**src/rtl/gfp8_mac_sequencer.sv**
```systemverilog
// Operand sequencer and group accumulator for one ACX_INT_MULT_ADD dot-product slice.
// Optional macro GFP8_MAC_SEQ_SATURATE_EN: clamp each accumulation step and flag it on o_sat.
module gfp8_mac_sequencer #(
  parameter int unsigned INT_SIZE    = 8,
  parameter int unsigned NUM_MULT    = 4,
  parameter int unsigned DOUT_SIZE   = 32,
  parameter int unsigned MAC_LATENCY = 0
) (
  input  logic                         i_clk,
  input  logic                         i_rstn,
  input  logic                         i_valid,
  output logic                         o_ready,
  input  logic [NUM_MULT*INT_SIZE-1:0] i_din_a,
  input  logic [NUM_MULT*INT_SIZE-1:0] i_din_b,
  input  logic [7:0]                   i_beats,
  output logic [NUM_MULT*INT_SIZE-1:0] o_din_a,
  output logic [NUM_MULT*INT_SIZE-1:0] o_din_b,
  output logic                         o_load,
  output logic                         o_pipeline_ce,
  input  logic [DOUT_SIZE-1:0]         i_mac_dout,
  output logic [DOUT_SIZE-1:0]         o_result,
  output logic                         o_result_valid,
  input  logic                         i_result_ready,
  output logic                         o_sat
);

  localparam int unsigned VecW     = NUM_MULT * INT_SIZE;
  localparam int unsigned TagDepth = MAC_LATENCY + 1;

  typedef enum logic [1:0] {StIdle, StRun, StDrain, StHold} state_e;

  state_e               state_q, state_d;
  logic [8:0]           cnt_q, cnt_d;
  logic [8:0]           beats_total;
  logic [TagDepth-1:0]  tag_valid_q, tag_first_q, tag_last_q;
  logic                 final_q;
  logic [DOUT_SIZE-1:0] acc_q, acc_d, result_q;
  logic [VecW-1:0]      din_a_q, din_b_q;
  logic                 accept, beat_first, beat_last;
  logic                 emerge_valid, emerge_first, emerge_last;

  assign o_ready        = i_rstn && (state_q == StIdle || state_q == StRun);
  assign accept         = i_valid && o_ready;
  assign o_pipeline_ce  = i_rstn;
  assign o_din_a        = din_a_q;
  assign o_din_b        = din_b_q;
  assign o_load         = tag_first_q[0];
  assign o_result       = result_q;
  assign o_result_valid = (state_q == StHold);

  assign emerge_valid = tag_valid_q[TagDepth-1];
  assign emerge_first = tag_first_q[TagDepth-1];
  assign emerge_last  = tag_last_q[TagDepth-1];

  always_comb begin
    state_d     = state_q;
    cnt_d       = cnt_q;
    beat_first  = 1'b0;
    beat_last   = 1'b0;
    beats_total = (i_beats == 8'd0) ? 9'd256 : {1'b0, i_beats};
    unique case (state_q)
      StIdle: begin
        if (accept) begin
          beat_first = 1'b1;
          cnt_d      = beats_total - 9'd1;
          if (beats_total == 9'd1) begin
            beat_last = 1'b1;
            state_d   = StDrain;
          end else begin
            state_d = StRun;
          end
        end
      end
      StRun: begin
        if (accept) begin
          cnt_d = cnt_q - 9'd1;
          if (cnt_q == 9'd1) begin
            beat_last = 1'b1;
            state_d   = StDrain;
          end
        end
      end
      // final_q marks the cycle after the last partial sum was folded in.
      StDrain: if (final_q) state_d = StHold;
      StHold:  if (i_result_ready) state_d = StIdle;
      default: state_d = StIdle;
    endcase
  end

`ifdef GFP8_MAC_SEQ_SATURATE_EN
  logic [DOUT_SIZE:0] sum_w;
  logic               sat_acc_q, sat_acc_d, sat_q;

  always_comb begin
    sum_w     = {acc_q[DOUT_SIZE-1], acc_q} + {i_mac_dout[DOUT_SIZE-1], i_mac_dout};
    acc_d     = acc_q;
    sat_acc_d = sat_acc_q;
    if (emerge_valid) begin
      if (emerge_first) begin
        acc_d     = i_mac_dout;
        sat_acc_d = 1'b0;
      end else if (sum_w[DOUT_SIZE] != sum_w[DOUT_SIZE-1]) begin
        acc_d     = sum_w[DOUT_SIZE] ? {1'b1, {(DOUT_SIZE-1){1'b0}}}
                                     : {1'b0, {(DOUT_SIZE-1){1'b1}}};
        sat_acc_d = 1'b1;
      end else begin
        acc_d = sum_w[DOUT_SIZE-1:0];
      end
    end
  end

  always_ff @(posedge i_clk) begin
    if (!i_rstn) begin
      sat_acc_q <= 1'b0;
      sat_q     <= 1'b0;
    end else begin
      sat_acc_q <= sat_acc_d;
      if (state_q == StDrain && final_q) sat_q <= sat_acc_q;
    end
  end

  assign o_sat = sat_q;
`else
  always_comb begin
    acc_d = acc_q;
    if (emerge_valid) acc_d = emerge_first ? i_mac_dout : acc_q + i_mac_dout;
  end

  assign o_sat = 1'b0;
`endif

  always_ff @(posedge i_clk) begin
    if (!i_rstn) begin
      state_q     <= StIdle;
      cnt_q       <= '0;
      tag_valid_q <= '0;
      tag_first_q <= '0;
      tag_last_q  <= '0;
      final_q     <= 1'b0;
      acc_q       <= '0;
      result_q    <= '0;
      din_a_q     <= '0;
      din_b_q     <= '0;
    end else begin
      state_q <= state_d;
      cnt_q   <= cnt_d;
      if (accept) begin
        din_a_q <= i_din_a;
        din_b_q <= i_din_b;
      end
      tag_valid_q[0] <= accept;
      tag_first_q[0] <= beat_first;
      tag_last_q[0]  <= beat_last;
      for (int i = 1; i < TagDepth; i++) begin
        tag_valid_q[i] <= tag_valid_q[i-1];
        tag_first_q[i] <= tag_first_q[i-1];
        tag_last_q[i]  <= tag_last_q[i-1];
      end
      final_q <= emerge_valid && emerge_last;
      acc_q   <= acc_d;
      if (state_q == StDrain && final_q) result_q <= acc_q;
    end
  end

endmodule
```
**config.mk**
```make
export PLATFORM = sky130hd
export DESIGN_NAME = gfp8_mac_sequencer
export DESIGN_NICKNAME = d
export VERILOG_FILES = /design/src/rtl/gfp8_mac_sequencer.sv
export SDC_FILE = /design/constraint.sdc
export NUM_CORES = 1
export LEC_CHECK = 0
export BUFFER_PORTS_ARGS = -buffer_cell sky130_fd_sc_hd__buf_2
export CELL_PAD_IN_SITES_DETAIL_PLACEMENT = 1
export CELL_PAD_IN_SITES_GLOBAL_PLACEMENT = 1
export CORE_ASPECT_RATIO = 2
export CORE_MARGIN = 4
export CORE_UTILIZATION = 37
export CTS_CLUSTER_SIZE = 40
export DETAILED_ROUTE_END_ITERATION = 16
export PLACE_DENSITY = 0.85
export SYNTH_ARGS = -nofsm -noshare
export SYNTH_HDL_FRONTEND = slang
export SYNTH_SLANG_ARGS = --single-unit
export TNS_END_PERCENT = 100
```
**constraint.sdc**
```tcl
create_clock -name i_clk -period 2.76 [get_ports i_clk]
set_input_delay 0.276 -clock i_clk [delete_from_list [all_inputs] [get_ports i_clk]]
set_output_delay 0.276 -clock i_clk [all_outputs]
set_load 0.1 [all_outputs]
```
==> results.md <==
- Final worst path period need: 2630 ps
- PortBufs: 207
- Crit path max-delay family: compound AO/OA/AOI/OAI gates
- Total track usage: 0.224
- DR vias: around 7500
- CP max-delay cell: fa_2
- H-tree depth: 4
- CTS tree: done
- Setup tns final: 0 ps
- Routed WL per cell: 17.7 um
- DRT Wirelength: about 25000 um
- Mapped Cells: 940
- Async set or reset register ratio after synthesis: 0
- Routability cong.: between 0.9 and 1
- Hold depth: 3
- Synth Cell Area: 7260 um^2
- Clock Latency Late Sink: roughly 430 ps
- Pwr dens: ~1000 nW/um^2
- CP Class: reg2reg
- Final core occ: 0.480
- Die Wd: 107 um
- Setup Skew: 7.29 ps
- R2R depth: 12
- CTS Sinks: 143
- Root Driver: clkbuf_16
- Number of nets in the layout: 1273
- # setup viols final: 0
- Distinct cells, synth: 64
- Placed inst area: 8570 um^2
- CP Capture Type: flop
- Worst Path Required: 3040 ps
- Ys Warns: 0
- Initial DRT Pass Iterations: 4
- DIE HEIGHT: roughly 200 um
- Num CTS Buffers: 17
- Mean Syn Cell Area: about 7.7 um^2
- Global-route wire length before repair: 39300 um
- Slew headroom: 0.423
- Layout cell share with drive strength beyond 1: 0.244
- RSZ-0062 raised after global routing: false
- Worst path depth: 12
- Vias in the first global route: 8151
- Max incr delay on CP: ~360 ps
- DP HPWL: 18300 um
- Clock Path Buffers: 2
- GRT overflow: 0
- Core footprint: 19300 um^2
- Final hold vios: 0
- Seq/Total Area, Yosys: 0.394
- Max Slew Vio Count: 0
- Largest net degree at the start of global routing: 74
- VDD IR max: 0.625 mV
- Startpoint Class: flop
- Final WS setup: about 130 ps
- Initial antenna violation count: 2
- Number of synthesized register bits: 143
- Worst path buffer plus inverter count: 1
- Crit Path Max Fanout: 3
- Most frequent CP cell: a21oi_1
- DRC viols: 0
- Crit-path cells: ha_2, fa_2, a211oi_2, nor2_2, o311ai_2, buf_4, a21oi_1, nor2_1, a31oi_2, a221oi_2, xor2_1, a21oi_1
- Status: finished clean
- Setup WS pre-CTS: -41.7 ps
- Area Overhead vs Synth: 27.5%
- Antenna viol nets, final: 0
- Fillers: 2484
- FP Rows: 72
- Clock slew at reported path FFs: 60 ps
- Via/cell ratio: 5.36
- Mapped Nets: 1088
- Crit share post-route: 0.952
- Top FF cell, synth: dfxtp_1
- Drt initial violations: roughly 180
- Leak: 4.48 nW
- Antenna Cells: 0
- I/O pin cnt: 209
- Fmax: 381 MHz
- Die ar.: 22100 um^2
- Design area: 9260 um^2
- Starting density of the core: 0.376
- Worst path arrival time: around 2900 ps
- Min-delay worst type: in2reg
- Slew @ Worst Pin: ~860 ps
- Maxcap violations: 0
- Postcts setup bufs: 0
- Post-synth EDFFs: 0
==> layout by cell type, fill, tap and decap left out, types with 4 or more instances in the layout <==
master	instances
bufinv_16	5
nor4_1	5
nand3_1	71
o21ai_1	8
nand2b_1	5
a21oi_1	93
and2_1	4
inv_1	13
nor2_1	36
xnor2_1	18
o22ai_1	5
xor2_1	10
and3_1	13
clkbuf_16	17
nand2_1	233
a211oi_1	9
a21o_1	23
a31oi_1	9
buf_2	206
mux2i_1	12
o21ai_0	43
dfxtp_1	143
o211ai_1	6
buf_4	18
ha_1	38
nor3_1	12
nand4_1	8
==> registers in the layout, summed over array words and instances (netlist names) <==
name	count
o_load	1
o_result	32
o_din_b	32
acc_q	32
state_q	2
emerge_last	1
o_din_a	32
cnt_q	9
final_q	1
emerge_valid	1
==> tightest hold or removal path, delay by kind of cell <==
kind,cells,cell delay (ps)
simple gates,2,80
buf+inv,1,70
==> cells in the mapped netlist, types with 13 or more instances <==
| library cell | n | area share |
|---|---|---|
| dfxtp_1 | 143 | 0.39 |
| a21oi_1 | 94 | 0.065 |
| and3_1 | 13 | 0.011 |
| nand2_1 | 233 | 0.12 |
| xnor2_1 | 18 | 0.022 |
| o21ai_0 | 44 | 0.030 |
| nor2_1 | 37 | 0.019 |
| a21o_1 | 23 | 0.024 |
| nand3_1 | 71 | 0.049 |
| inv_1 | 15 | 0.0078 |
| clkbuf_1 | 46 | 0.024 |
| ha_1 | 39 | 0.067 |
==> area by class of cell <==
| class | count | area [um^2] | area share |
|---|---|---|---|
| well taps | 259 | 324 | 0.0350 |
| multi-input cells | 720 | 4120 | 0.445 |
| clock inverters | 13 | 208 | 0.0224 |
| repair buffers | 227 | 1230 | 0.132 |
| flip-flops and latches | 143 | 2860 | 0.309 |
| clock buffers | 19 | 453 | 0.0489 |
| inverters | 16 | 60.1 | 0.00649 |
==> kinds of logic after synthesis <==
family,after synthesis,share of synthesized area
xor gates and xnor gates,28,0.0338
other,1,0.000517
adders and majority gates,40,0.0700
AOI/OAI and AO/OA,233,0.198
DFF,143,0.394
muxes,12,0.0165
buffers and inverters,77,0.0415
and+or+nand+nor,406,0.245
==> through the flow <==
step	hold slack, ps	cells	power, W
3_3_place_gp	438	1365	0.00640
2_1_floorplan	375	940	0.00563
3_5_place_dp	442	1365	0.00650
4_1_cts	7.31	1397	0.00914
5_1_grt	19.2	1397	0.00955
6_report	30.2	1397	0.00909
==> routing by layer <==
layer	up-vias	share of wire	track usage
met5	-	0.0011	0
met4	4	0.042	0.116
met3	69	0.046	0.0550
met2	192	0.58	0.446
met1	3586	0.33	0.202
li1	3635	-	-
==> where the power goes <==
| group | leakage (nW) | switching [W] | total (W) | internal (W) |
|---|---|---|---|---|
| clock network | 0.324 | 0.000941 | 0.00260 | 0.00166 |
| registers | 1.17 | 0.000220 | 0.00262 | 0.00240 |
| logic | 2.98 | 0.00287 | 0.00387 | 0.000994 |
==> path summary, 6_finish.rpt <==
kind              slack, ps     endpoint   startpoint
setup reg to reg        130    acc_q[30]     acc_q[0]
hold reg to reg         450   o_din_b[2]   o_din_b[2]
setup / recovery        130    acc_q[30]     acc_q[0]
hold / removal           30  o_din_a[21]  i_din_a[21]
==> timing repair <==
item                       CTS  global route
pin swaps                    0             3
hold buffers                 0             0
setup endpoints to repair    2            10
resized for setup            1             7
hold endpoints to repair     0             0
(Power assumes the default switching activity.)
